--- src/rtl/adc_det_pkg.sv ---
// Shared types and helpers for the multi-channel ADC window detector.
// Sample width and window depth are fixed here and used by every channel.
package adc_det_pkg;

  localparam int DW       = 16;
  localparam int LOG2_WIN = 3;
  localparam int WIN      = 1 << LOG2_WIN;
  localparam int SUMW     = DW + LOG2_WIN;

  typedef enum logic [1:0] {
    FILL,
    ARMED,
    ACTIVE,
    HOLDOFF
  } det_state_t;

  // Two's complement to offset binary: flip the sign bit.
  function automatic logic [DW-1:0] to_offset_binary(input logic [DW-1:0] s);
    return s ^ {1'b1, {(DW-1){1'b0}}};
  endfunction

endpackage

--- src/rtl/adc_det_chan.sv ---
// One detector channel: moving-average window, detection FSM and overflow counter.
// Build option COMP_HYST_EN selects thr_lo as the release threshold.
module adc_det_chan
  import adc_det_pkg::*;
#(
  parameter int HOLD_LEN = 4,
  parameter int OFW      = 16
) (
  input  logic          clk,
  input  logic          rst,
  input  logic          s_valid,
  input  logic [DW-1:0] s_data,
  input  logic          s_of,
  input  logic [DW-1:0] thr_hi,
  input  logic [DW-1:0] thr_lo,
  input  logic          of_clr,
  output logic          m_valid,
  output logic [DW-1:0] avg_out,
  output logic          det,
  output logic          det_pulse,
  output logic [OFW-1:0] of_cnt
);

  localparam int HCW = (HOLD_LEN > 1) ? $clog2(HOLD_LEN) : 1;

  logic [DW-1:0]       win_mem [WIN];
  logic [LOG2_WIN-1:0] wr_ptr;
  logic [SUMW-1:0]     sum;
  logic [SUMW-1:0]     sum_next;
  logic [LOG2_WIN:0]   fill_cnt;
  logic [DW-1:0]       u_new;
  det_state_t          state;
  logic [HCW-1:0]      hold_cnt;
  logic                release_hit;

  always_comb begin
    u_new    = to_offset_binary(s_data);
    sum_next = sum + SUMW'(u_new) - SUMW'(win_mem[wr_ptr]);
  end

  // NOTE: the window memory is reset so the running sum stays consistent with
  // its contents; a refill after reset subtracts zeros, never stale samples.
  always_ff @(posedge clk or posedge rst) begin
    if (rst) begin
      for (int i = 0; i < WIN; i++) win_mem[i] <= '0;
      wr_ptr   <= '0;
      sum      <= '0;
      fill_cnt <= '0;
      m_valid  <= 1'b0;
      avg_out  <= '0;
    end else begin
      m_valid <= 1'b0;
      if (s_valid) begin
        win_mem[wr_ptr] <= u_new;
        wr_ptr          <= wr_ptr + LOG2_WIN'(1);
        sum             <= sum_next;
        avg_out         <= sum_next[SUMW-1:LOG2_WIN];
        if (fill_cnt != (LOG2_WIN+1)'(WIN)) fill_cnt <= fill_cnt + (LOG2_WIN+1)'(1);
        m_valid <= (fill_cnt >= (LOG2_WIN+1)'(WIN-1));
      end
    end
  end

`ifdef COMP_HYST_EN
  assign release_hit = (avg_out < thr_lo);
`else
  assign release_hit = (avg_out <= thr_hi);
  logic unused_thr_lo;
  assign unused_thr_lo = ^thr_lo;
`endif

  // The FSM runs one cycle behind the window, on the freshly registered average.
  always_ff @(posedge clk or posedge rst) begin
    if (rst) begin
      state     <= FILL;
      det       <= 1'b0;
      det_pulse <= 1'b0;
      hold_cnt  <= '0;
    end else begin
      det_pulse <= 1'b0;
      if (m_valid) begin
        unique case (state)
          FILL: state <= ARMED;
          ARMED: begin
            if (avg_out > thr_hi) begin
              state     <= ACTIVE;
              det       <= 1'b1;
              det_pulse <= 1'b1;
            end
          end
          ACTIVE: begin
            if (release_hit) begin
              det      <= 1'b0;
              hold_cnt <= '0;
              state    <= (HOLD_LEN == 0) ? ARMED : HOLDOFF;
            end
          end
          HOLDOFF: begin
            if (hold_cnt == HCW'(HOLD_LEN - 1)) state <= ARMED;
            else hold_cnt <= hold_cnt + HCW'(1);
          end
          default: state <= FILL;
        endcase
      end
    end
  end

  always_ff @(posedge clk or posedge rst) begin
    if (rst) begin
      of_cnt <= '0;
    end else if (of_clr) begin
      of_cnt <= '0;
    end else if (s_valid && s_of && !(&of_cnt)) begin
      of_cnt <= of_cnt + OFW'(1);
    end
  end

endmodule

--- src/rtl/adc_window_detector.sv ---
// Multi-channel ADC window detector: NCH independent adc_det_chan instances.
// Build option COMP_HYST_EN enables the thr_lo release threshold.
module adc_window_detector
  import adc_det_pkg::*;
#(
  parameter int NCH     = 3,
  parameter int HOLDOFF = 4,
  parameter int OFW     = 16
) (
  input  logic              clk,
  input  logic              rst,
  input  logic              s_valid,
  input  logic [NCH*DW-1:0] s_data,
  input  logic [NCH-1:0]    s_of,
  input  logic [DW-1:0]     thr_hi,
  input  logic [DW-1:0]     thr_lo,
  input  logic              of_clr,
  output logic              m_valid,
  output logic [NCH*DW-1:0] avg_out,
  output logic [NCH-1:0]    det,
  output logic [NCH-1:0]    det_pulse,
  output logic [NCH*OFW-1:0] of_cnt
);

  logic [NCH-1:0] m_valid_ch;

  for (genvar c = 0; c < NCH; c++) begin : g_ch
    adc_det_chan #(
      .HOLD_LEN(HOLDOFF),
      .OFW     (OFW)
    ) u_chan (
      .clk      (clk),
      .rst      (rst),
      .s_valid  (s_valid),
      .s_data   (s_data[c*DW +: DW]),
      .s_of     (s_of[c]),
      .thr_hi   (thr_hi),
      .thr_lo   (thr_lo),
      .of_clr   (of_clr),
      .m_valid  (m_valid_ch[c]),
      .avg_out  (avg_out[c*DW +: DW]),
      .det      (det[c]),
      .det_pulse(det_pulse[c]),
      .of_cnt   (of_cnt[c*OFW +: OFW])
    );
  end

  // All channels fill in lockstep, so their valid flags are identical.
  assign m_valid = &m_valid_ch;

endmodule

--- config.mk ---
export PLATFORM = sky130hd
export DESIGN_NAME = adc_window_detector
export DESIGN_NICKNAME = d
export VERILOG_FILES = /design/src/rtl/adc_det_pkg.sv /design/src/rtl/adc_det_chan.sv /design/src/rtl/adc_window_detector.sv
export SDC_FILE = /design/constraint.sdc
export NUM_CORES = 1
export LEC_CHECK = 0
export ABC_CLOCK_PERIOD_IN_PS = 18200
export CORE_UTILIZATION = 30
export CTS_CLUSTER_DIAMETER = 40
export DETAILED_ROUTE_END_ITERATION = 10
export HOLD_SLACK_MARGIN = 0.15
export PLACE_DENSITY = 0.51
export SYNTH_ARGS = -nofsm -noshare
export SYNTH_HDL_FRONTEND = slang
export SYNTH_SLANG_ARGS = --single-unit
--- constraint.sdc ---
create_clock -name clk -period 18.2 [get_ports clk]
set_clock_uncertainty 0.05 [all_clocks]
set_input_delay 2.73 -clock clk [delete_from_list [all_inputs] [get_ports clk]]
set_output_delay 2.73 -clock clk [all_outputs]
set_load 0.02 [all_outputs]
==> results of run 1 <==
per-stage QoR:
| step | instance area, um2 | util | cells | hold WS (ns) | setup slack [ns] |
|---|---|---|---|---|---|
| floorplan | 28730 | - | 2552 | 0.3946 | 0.5814 |
| global placement | 31570 | 0.3328 | 3870 | 0.4060 | 11.70 |
| detailed placement | 31570 | 0.3328 | 3870 | 0.4148 | 11.65 |
| CTS | 35300 | 0.3721 | 4063 | 0.4267 | 12.36 |
| global route | 35300 | 0.3721 | 4063 | 0.4407 | 11.91 |
| finish | 35300 | 0.3721 | 4063 | 0.4211 | 12.30 |
per-layer routing:
layer	global-route usage	wire length, um
met1	0.2119	34020
met2	0.2552	35470
met3	0.03214	3686
met4	0.05184	1802
met5	0	27
path summary, 6_finish.rpt:
path,start,depth (start not counted),to
hold reg to reg,g_ch[0].u_chan.win_mem[71],2,g_ch[0].u_chan.win_mem[71]
hold / removal,g_ch[0].u_chan.win_mem[71],2,g_ch[0].u_chan.win_mem[71]
setup reg to reg,g_ch[2].u_chan.wr_ptr[0],15,g_ch[2].u_chan.sum[18]
setup / recovery,s_data[33],13,g_ch[2].u_chan.sum[18]
min in group asynchronous,rst,2,g_ch[2].u_chan.win_mem[123]
max in group asynchronous,rst,4,g_ch[1].u_chan.win_mem[64]
placed cells by master (no fill, tap or decap), types with 25 or more instances in the layout:
master / Yosys / routed
o21ai_0: 245 / 245
a21o_1: 39 / 39
clkbuf_16: 0 / 103
inv_1: 237 / 236
fa_1: 48 / 48
nand2_1: 264 / 264
a21oi_1: 80 / 80
buf_4: 54 / 43
nand4_1: 25 / 25
nor2_1: 103 / 103
xnor2_1: 43 / 43
nand3_1: 36 / 36
ha_1: 129 / 129
dfrtp_1: 531 / 528
mux2i_1: 28 / 28
mux4_2: 96 / 96
clkdlybuf4s50_1: 0 / 172
mux2_2: 259 / 259
xor2_1: 55 / 55
worst max-delay path, delay by kind of cell:
kind / cells / cell delay (ns)
buffers and inverters: 3 / 0.78
xor gates and xnor gates: 1 / 0.15
muxes: 1 / 0.26
AOI/OAI and AO/OA: 6 / 1.47
adders and majority gates: 2 / 1.05
state kept, by name, indices dropped and copies added (netlist names):
name                   cells
g_ch.u_chan.win_mem      384
g_ch.u_chan.sum           57
g_ch.u_chan.of_cnt        48
g_ch.u_chan.fill_cnt      12
g_ch.u_chan.wr_ptr         9
g_ch.u_chan.hold_cnt       6
g_ch.u_chan.state          6
g_ch.u_chan.det            3
g_ch.u_chan.det_pulse      3
g_ch.u_chan.m_valid        3
layout make-up:
class | instances | area, um2
inverter | 237 | 897.1
multi-input combinational | 1622 | 13750
timing repair buffer | 215 | 2044
fill | 9102 | 59570
tap | 1265 | 1583
clock inverter | 69 | 909.6
clock buffer | 124 | 2816
sequential | 531 | 13290
kinds of logic after synthesis:
family	synth area share
DFF	0.4625
and+or+nand+nor	0.08223
AOI/OAI and AO/OA	0.08946
buffers and inverters	0.05975
muxes	0.1865
adders and majority gates	0.08963
xor gates and xnor gates	0.02988
==> results.cfg, run 1 <==
[timing]
min_period_ns = 5.901
finalCritPeriodShare = 0.3242
rsz0062_at_grt = false
finalSetupViolCount = 0
worstMarginPinSlew_ns = 1.028
slew_violations = 0
hold_viol = 0
slew_headroom = 0.3108
setup_tns_ns = 0
fmax_ghz = 0.1695

[status]
status = finished, final reports clean

[global_routing]
grt_pass1_vias = 20780
overflow = 0
grt_max_degree = 130
grt_antenna_before_repair = 2
grt_pass1_wl_mm = 120.6
grt_usage = 0.1583

[synthesis]
yosysUniqueCellTypes = 60
yosys_warnings = 0
yosys-top-cells-count = dfrtp_1 (531), nand2_1 (264), mux2_2 (259), o21ai_0 (245), inv_1 (237)
yosysTopAreaCell = dfrtp_1
synth.net_count = 2816
post-synth-top-count-cell = dfrtp_1
syn_avg_cell_area_um2 = 11.26
synth_edf_count = 0
async_flop_share = 1.000
synth-main-ff-cell = dfrtp_1
synth.area.top_cells = dfrtp_1 (46%), mux2_2 (10%), mux4_2 (7.5%), ha_1 (5.6%), o21ai_0 (4.3%)
yosys_register_bits = 531
syn_inst = 2552
synth.cell_area_um2 = 28730
synth_top_area_share = 0.4625
yosysSeqAreaShare = 0.4625

[setup_path]
cp.arrival_ns = 6.45
cp_max_fo = 5
worstPathCellList = clkdlybuf4s50_1 -> inv_1 -> fa_1 -> inv_1 -> fa_1 -> a211oi_1 -> o21a_1 -> o21ai_0 -> a21oi_1 -> o21bai_1 -> o21ai_0 -> mux2i_1 -> xor2_1
crit_required_ns = 18.75
crit_slowest_cell = clkdlybuf4s50_1
reg2reg_slack_ns = 13.18
worstSetupPathType = input pin to flip-flop
crit_path_start_kind = input pin
cpPeakStageDelay_ns = 0.56
worst_setup_path_end_kind = flip-flop

[routing]
remaining_drc_errors = 0
vias_per_cell = 4.809
dr.pass1.iters = 5
vias = 19540
ant_nets = 0
drt-initial-drc-count = 1043
drt_wl_total_mm = 75.00
wl_per_cell_um = 18.46

[clocking]
path_clk_slew_ns = 0.05
cts_tree = yes
postCtsSetupRepairBufs = 0
cts_buffer_depth = 3
clockRootBuffer = clkbuf_16
ctsResizeCount = 0
cts.sinks = 531
insertion_delay_ns = 0.66
cts_made_buffers = 103
htreeDepth = 3
hold_buffers = 0

[floorplanning]
initial_core_util = 0.3028
dieHeight_um = 311.5
row_count = 113
boundaryPins = 190
die_w_um = 311.5
core_area_um2 = 94870
die-area_um2 = 97000

[final_layout]
fin_nets = 2974
insertedDiodeCount = 0
final_layout_size_suffix_gt1_frac = 0.2184
areaGrowthSynthToFinish_pct = 22.86

[placed_design]
gp_congestion = 0.8023
hpwlAfterDp_mm = 52.11
port_buffers = 173

[flow_run]
maxCapViolCount = 0

[min_path]
worst_hold_path_type = flip-flop to flip-flop
Power of run 1 is left out: the tool's default activity adds up to more than one toggle a clock period on the data nets, which glitch-free logic cannot reach.
==> run 2, diff against run 1 <==
ABC_CLOCK_PERIOD_IN_PS = 6200   (was 18200)
PLACE_DENSITY = 0.49   (was 0.51)
clock period = 6.2 ns   (was 18.2 ns; I/O delays follow)
==> run 2 against run 1 <==
Die area did not move. Register-to-register slack got worse by 12 ns. Routed wire length up 3.4%. Core utilization is essentially flat. Worst hold slack improved by 0.0047 ns. Via count is 0.56% lower. Non-clock buffer count is 3 lower. Sequential share of layout area hardly changed.
==> results.cfg, run 2 (synthesis gave the netlist of run 1 again) <==
[status]
status = finished, final reports clean

[timing]
worst_slack_ns = 1.254
slew_violations = 0
setup_tns_ns = 0
finalCritPeriodShare = 0.7977
hold_viol = 0
finalSetupViolCount = 0
min_period_ns = 4.946
worstMarginPinSlew_ns = 1.196
whs_ns = 0.4258
slew_headroom = 0.2002
rsz0062_at_grt = false
fmax_ghz = 0.2022

[routing]
dr.pass1.iters = 4
remaining_drc_errors = 0
drt-initial-drc-count = 1160
vias_per_cell = 4.795
ant_nets = 0
wl_per_cell_um = 19.14
drt_wl_total_mm = 77.55
vias = 19430

[final_layout]
insertedDiodeCount = 0
final_layout_size_suffix_gt1_frac = 0.2160
reg.largest.list = g_ch.u_chan.win_mem x384, g_ch.u_chan.sum x57, g_ch.u_chan.of_cnt x48
areaGrowthSynthToFinish_pct = 22.97
fin_nets = 2967
finish.instance_area_um2 = 35330
regMostFlops = g_ch.u_chan.win_mem
final_common_cell = dfrtp_1
largest_reg_flops = 384
mostFrequentLayoutCells = dfrtp_1 (526), nand2_1 (264), mux2_2 (259)

[clocking]
ctsResizeCount = 0
postCtsSetupRepairBufs = 0
htreeDepth = 3
cts_buffer_depth = 3
insertion_delay_ns = 0.67
cts.sinks = 531
path_clk_slew_ns = 0.05
cts_tree = yes
hold_buffers = 0
clockRootBuffer = clkbuf_16
cts_made_buffers = 99

[floorplanning]
core_area_um2 = 94870
die_w_um = 311.5
boundaryPins = 190
initial_core_util = 0.3028
die-area_um2 = 97000
row_count = 113
dieHeight_um = 311.5

[global_routing]
grt_max_degree = 178
grt_antenna_before_repair = 1
grt_pass1_wl_mm = 122.6
grt_pass1_vias = 20710
overflow = 0
grt_usage = 0.1624

[setup_path]
worst_setup_path_end_kind = flip-flop
cpMostUsedCell = a21oi_1
cpPeakStageDelay_ns = 0.81
worstPathCellList = buf_4 -> mux4_2 -> mux2_2 -> ha_1 -> inv_1 -> ha_1 -> fa_1 -> a21o_1 -> a21oi_1 -> nand2b_1 -> a21oi_1 -> a221oi_1 -> a21oi_1 -> xnor2_1 -> a21oi_1
crit_required_ns = 6.66
worstSetupPathType = flip-flop to flip-flop
cp.arrival_ns = 5.41
crit_slowest_cell = dfrtp_2
cp_max_fo = 22
crit_path_start_kind = flip-flop

[placed_design]
hpwlAfterDp_mm = 54.56
port_buffers = 173
place_area_um2 = 31680
pre_cts_slack_ns = 1.259
gp_congestion = 0.8116

[flow_run]
maxCapViolCount = 0

[min_path]
worst_hold_path_type = flip-flop to flip-flop
## run 2: final timing paths
kind	endpoint	slack, ns	depth (start not counted)	from
max in group asynchronous	g_ch[0].u_chan.wr_ptr[0]	3.89	4	rst
hold reg to reg	g_ch[1].u_chan.win_mem[13]	0.43	2	g_ch[1].u_chan.win_mem[13]
hold / removal	g_ch[1].u_chan.win_mem[13]	0.43	2	g_ch[1].u_chan.win_mem[13]
setup reg to reg	g_ch[0].u_chan.sum[16]	1.25	15	g_ch[0].u_chan.wr_ptr[0]
setup / recovery	g_ch[0].u_chan.sum[16]	1.25	15	g_ch[0].u_chan.wr_ptr[0]
min in group asynchronous	g_ch[0].u_chan.win_mem[125]	0.69	2	rst
## run 2: area by class of cell
type,instances,area (um2)
Fill cell,9236,59540
Multi-Input combinational cell,1622,13830
Sequential cell,531,13290
Clock buffer,126,2821
Timing Repair Buffer,212,2085
Tap cell,1265,1583
Inverter,237,893.4
Clock inverter,59,820.8
## run 2: critical path, delay by kind of cell (launching register included)
kind / cells / cell delay (ns)
AOI/OAI and AO/OA: 6 / 1.30
and+or+nand+nor: 1 / 0.19
xor gates and xnor gates: 1 / 0.18
buffers and inverters: 2 / 0.52
adders and majority gates: 3 / 0.87
DFF: 1 / 0.81
muxes: 2 / 0.84
## run 2: metal layers
layer  vias up  track usage  routed length (um)
li1       9118            -                   -
met1      9781       0.2194               36190
met2       395       0.2557               35170
met3       133      0.03940                4144
met4         2      0.05083                2035
met5         -            0                   9
## run 2: per-stage QoR
| step | utilization | std cells |
|---|---|---|
| 3_5_place_dp | 0.3340 | 3867 |
| 2_1_floorplan | - | 2552 |
| 4_1_cts | 0.3724 | 4052 |
| 5_1_grt | 0.3724 | 4052 |
| 6_report | 0.3724 | 4052 |
| 3_3_place_gp | 0.3340 | 3867 |
Power of run 2 is left out for the same reason.
